===== config.mk =====
export PLATFORM = sky130hd
export DESIGN_NAME = csa_mult_8x8
export DESIGN_NICKNAME = d
export VERILOG_FILES = /design/src/rtl/csa_mult_8x8.sv
export SDC_FILE = /design/constraint.sdc
export NUM_CORES = 1
export LEC_CHECK = 0
export ABC_AREA = 1
export CAP_MARGIN = 20
export CORE_UTILIZATION = 50
export CTS_CLUSTER_DIAMETER = 50
export DETAILED_ROUTE_END_ITERATION = 8
export PLACE_DENSITY = 0.88
export RECOVER_POWER = 25
export SYNTH_ARGS = -nofsm -noshare
export SYNTH_HDL_FRONTEND = slang
export SYNTH_SLANG_ARGS = --single-unit

===== constraint.sdc =====
create_clock -name clk -period 1.7 [get_ports clk]
set_input_delay 0.17 -clock clk [delete_from_list [all_inputs] [get_ports clk]]
set_output_delay 0.17 -clock clk [all_outputs]
set_load 0.05 [all_outputs]

===== src/rtl/csa_mult_8x8.sv =====
// Two-stage pipelined 8x8 multiplier front end: partial products reduced by CSA trees to a 16-bit sum/carry pair.
// Define CSA_MULT_SIGNED_EN for two's complement operands (Baugh-Wooley); default is unsigned.
module csa_mult_8x8 (
    input  logic        clk,
    input  logic        rst,
    input  logic        in_valid,
    output logic        in_ready,
    input  logic [7:0]  in_a,
    input  logic [7:0]  in_b,
    output logic        out_valid,
    input  logic        out_ready,
    output logic [15:0] sum_vec,
    output logic [15:0] carry_vec,
    output logic        busy
);

    function automatic logic [15:0] csa_s(input logic [15:0] a, b, c);
        return a ^ b ^ c;
    endfunction

    function automatic logic [15:0] csa_c(input logic [15:0] a, b, c);
        return ((a & b) | (a & c) | (b & c)) << 1;
    endfunction

    logic        s1_valid_q, s1_valid_d;
    logic        s2_valid_q, s2_valid_d;
    logic [15:0] s1_row_q [4];
    logic [15:0] s1_row_d [4];
    logic [15:0] sum_q, sum_d;
    logic [15:0] carry_q, carry_d;
    logic [15:0] pp [9];
    logic [15:0] l1 [6];
    logic [15:0] l2 [4];
    logic [15:0] m0, m1;
    logic [7:0]  row8;
    logic        s1_adv, s2_adv;

    always_comb begin
        s2_adv = !s2_valid_q || out_ready;
        s1_adv = !s1_valid_q || s2_adv;
    end

    // Stage 1 tree: 8 (or 9 with the Baugh-Wooley constant row) -> 6 -> 4
    always_comb begin
        row8 = '0;
        for (int j = 0; j < 8; j++) begin
            row8 = in_a & {8{in_b[j]}};
`ifdef CSA_MULT_SIGNED_EN
            row8 = row8 ^ ((j == 7) ? 8'h7F : 8'h80);
`endif
            pp[j] = {8'h00, row8} << j;
        end
`ifdef CSA_MULT_SIGNED_EN
        pp[8] = 16'h8100;
`else
        pp[8] = 16'h0000;
`endif
        l1[0] = csa_s(pp[0], pp[1], pp[2]);
        l1[1] = csa_c(pp[0], pp[1], pp[2]);
        l1[2] = csa_s(pp[3], pp[4], pp[5]);
        l1[3] = csa_c(pp[3], pp[4], pp[5]);
`ifdef CSA_MULT_SIGNED_EN
        l1[4] = csa_s(pp[6], pp[7], pp[8]);
        l1[5] = csa_c(pp[6], pp[7], pp[8]);
`else
        l1[4] = pp[6];
        l1[5] = pp[7];
`endif
        l2[0] = csa_s(l1[0], l1[1], l1[2]);
        l2[1] = csa_c(l1[0], l1[1], l1[2]);
        l2[2] = csa_s(l1[3], l1[4], l1[5]);
        l2[3] = csa_c(l1[3], l1[4], l1[5]);
    end

    // Stage 2 tree: 4 -> 3 -> 2
    always_comb begin
        m0 = csa_s(s1_row_q[0], s1_row_q[1], s1_row_q[2]);
        m1 = csa_c(s1_row_q[0], s1_row_q[1], s1_row_q[2]);
    end

    always_comb begin
        s1_valid_d = s1_valid_q;
        s2_valid_d = s2_valid_q;
        s1_row_d   = s1_row_q;
        sum_d      = sum_q;
        carry_d    = carry_q;
        if (s1_adv) begin
            s1_valid_d = in_valid;
            if (in_valid) s1_row_d = l2;
        end
        if (s2_adv) begin
            s2_valid_d = s1_valid_q;
            if (s1_valid_q) begin
                sum_d   = csa_s(m0, m1, s1_row_q[3]);
                carry_d = csa_c(m0, m1, s1_row_q[3]);
            end
        end
    end

    always_ff @(posedge clk or posedge rst) begin
        if (rst) begin
            s1_valid_q <= 1'b0;
            s2_valid_q <= 1'b0;
            sum_q      <= '0;
            carry_q    <= '0;
            for (int i = 0; i < 4; i++) s1_row_q[i] <= '0;
        end else begin
            s1_valid_q <= s1_valid_d;
            s2_valid_q <= s2_valid_d;
            sum_q      <= sum_d;
            carry_q    <= carry_d;
            for (int i = 0; i < 4; i++) s1_row_q[i] <= s1_row_d[i];
        end
    end

    assign in_ready  = s1_adv;
    assign out_valid = s2_valid_q;
    assign busy      = s1_valid_q || s2_valid_q;
    assign sum_vec   = sum_q;
    assign carry_vec = carry_q;

endmodule


==> impl_metrics.json <==
{
  "status": "completed",
  "postSynthCellCount": 496,
  "cts.clk_slew.worst_paths_ns": 0.06,
  "fin_skew_ns": 0.00577,
  "tightest_slew_ns": 0.624,
  "design_area_um2": 5020,
  "critPathLaunchType": "register",
  "fin_hold_ws_ns": 0.320,
  "worstPathRequired_ns": 1.93,
  "io_buffer_count": 48,
  "postSynthAreaPerCell_um2": 8.44,
  "viasPerCell": 4.92,
  "fillers": 629,
  "placed_area_um2": 4850,
  "diodes": 0,
  "drt_iter0_markers": 240,
  "die_area_um2": 8740,
  "cp-end-kind": "register",
  "synth_cell_types": 14,
  "root_buffer": "clkbuf_8",
  "final_layout_size_suffix_gt1_frac": 0.0874,
  "cts_hold_buffers": 0,
  "wire_per_inst_um": 13.4,
  "setup_viol": 0,
  "period_share": 0.989,
  "slew_headroom": 0.584,
  "grt_overflow": 0,
  "hold_viol": 0,
  "cellPowerDensity_nw_per_um2": 1180,
  "rows": 33,
  "path_common_cell": "fa_1",
  "layout_min_cycle_time_ns": 1.68,
  "dp.final_hpwl_um": 6800,
  "crit_type": "reg2reg",
  "place.gp.congestion": 0.888,
  "drc": 0,
  "power_leakage_nw": 3.13,
  "yosys_warnings": 0,
  "critPathMaxStageDelay_ns": 0.59,
  "rsz0062_at_grt": "yes",
  "slew_violations": 0,
  "drtPass1Iterations": 5,
  "clk_latency_ns": 0.34,
  "arrival_ns": 1.91,
  "ir_drop_uv": 472,
  "ys_seq_area_frac": 0.400,
  "num_io_pins": 55,
  "syn_area_um2": 4190,
  "grt_pass1_wl_um": 14700,
  "postSynthRegisterBits": 67,
  "clock-sinks": 67,
  "design.core.area_um2": 8180,
  "hp-class": "in2async",
  "die_h_um": 93.5,
  "antenna_found_initial": 0,
  "final_nets": 617,
  "fmax_mhz": 595,
  "grt_max_degree": 41,
  "critPathMaxFanout": 2,
  "clockBufferDepth": 2,
  "ant_nets": 0,
  "die_width_um": 93.5,
  "reg2reg_depth": 4,
  "cts_tree": "yes",
  "cap_violations": 0,
  "fin_setup_tns_ns": 0,
  "start_util": 0.512,
  "cts-htree-levels": 3,
  "area_growth_syn_to_layout_pct": 20.0,
  "cts_made_buffers": 9,
  "num_vias": 3219,
  "path_cells": "fa_1 > fa_1 > nand3_1 > nand2_1",
  "grtUsageTotal": 0.220,
  "grt_pass1_vias": 3186,
  "slowest_stage": "fa_1",
  "power.total_mw": 5.94,
  "routed_wl_um": 8740
}
-- critical path, delay by kind of cell (launching register included) --
| kind | cells | cell delay [ns] |
|---|---|---|
| adder cells (fa/ha/maj) | 2 | 1.02 |
| flip-flops | 1 | 0.40 |
| AND/OR/NAND/NOR | 2 | 0.16 |
-- logic make-up (layout without fill, tap and decap cells) --
family	Yosys count	count (layout)	share of synthesized area
and+or+nand+nor	258	258	0.253
other	1	6	0.000896
buffers and inverters	113	161	0.114
adders and majority gates	53	53	0.227
AOI/OAI and AO/OA	4	4	0.00478
DFF	67	67	0.400
-- cell usage after synthesis --
cell type  count  area share
buf_2         11       0.013
buf_4         11       0.020
clkbuf_1      20       0.018
conb_1         1     0.00090
dfrtp_1       67        0.40
fa_1          38        0.18
ha_1          15       0.045
inv_1         71       0.064
nand2_1      193        0.17
nand2_2        2      0.0030
nand3_1       61       0.073
nand3_2        1      0.0024
o21ai_0        4      0.0048
or2_2          1      0.0015
-- through the flow --
stage                     worst slack [ns]  std cells  utilization
after floorplan                    0.00360        501            -
after global placement              -0.489        637        0.593
after detailed placement            -0.548        637        0.593
after CTS                          0.00715        653        0.612
after global routing               -0.0307        654        0.614
final                               0.0191        654        0.614
-- metal layers --
layer  up-vias  GRT usage  share of wire
met4         0     0.0885          0.030
li1       1566          -              -
met3        20     0.0366          0.054
met5         -          0              0
met2       110      0.386           0.51
met1      1523      0.271           0.41
-- placed cells by master (no fill, tap or decap), types with 3 or more instances in the layout --
cell,count
nand2_1,193
inv_1,70
dfrtp_1,67
nand3_1,61
fa_1,38
buf_4,24
clkdlybuf4s50_1,16
ha_1,15
dlygate4sd2_1,14
dlymetal6s2s_1,13
clkbuf_8,11
conb_1,6
o21ai_0,4
buf_12,4
clkbuf_1,3
-- what timing repair did --
item | in CTS | in global routing
endpoints found under the setup margin | 21 | 16
gates resized for setup | 15 | 15
pin swaps | 0 | 2
buffers inserted | 0 | 1
-- where the power goes --
part | total (mW) | internal [mW] | leakage [nW] | switching, mW
registers | 2.20 | 1.97 | 0.865 | 0.237
logic | 2.58 | 0.910 | 2.18 | 1.67
clock network | 1.15 | 0.606 | 0.0905 | 0.545
-- area by class of cell --
type | instances | area [um^2] | area share
clock buffer | 14 | 163 | 0.0324
clock inverter | 2 | 10.0 | 0.00199
inverter | 71 | 268 | 0.0533
multi-input combinational | 321 | 2050 | 0.408
sequential | 67 | 1680 | 0.334
tap | 105 | 131 | 0.0262
timing repair buffer | 74 | 726 | 0.144
-- final timing paths --
| kind | from | end | slack [ns] |
|---|---|---|---|
| worst min register to register | sum_vec[9] | sum_vec[9] | 0.47 |
| worst min-delay path | rst | sum_vec[11] | 0.32 |
| max in group asynchronous | rst | s1_row_q[11] | 0.41 |
| worst max register to register | s1_row_q[40] | sum_vec[8] | 0.02 |
| worst max-delay path | s1_row_q[40] | sum_vec[8] | 0.02 |
| min in group clk | sum_vec[9] | sum_vec[9] | 0.47 |
-- flip-flops by register name, indices dropped and copies added (netlist names) --
signal      count
s1_valid_q      1
carry_vec      11
sum_vec        15
out_valid       1
s1_row_q       39
Note: power is estimated with default switching activity, not from simulation.
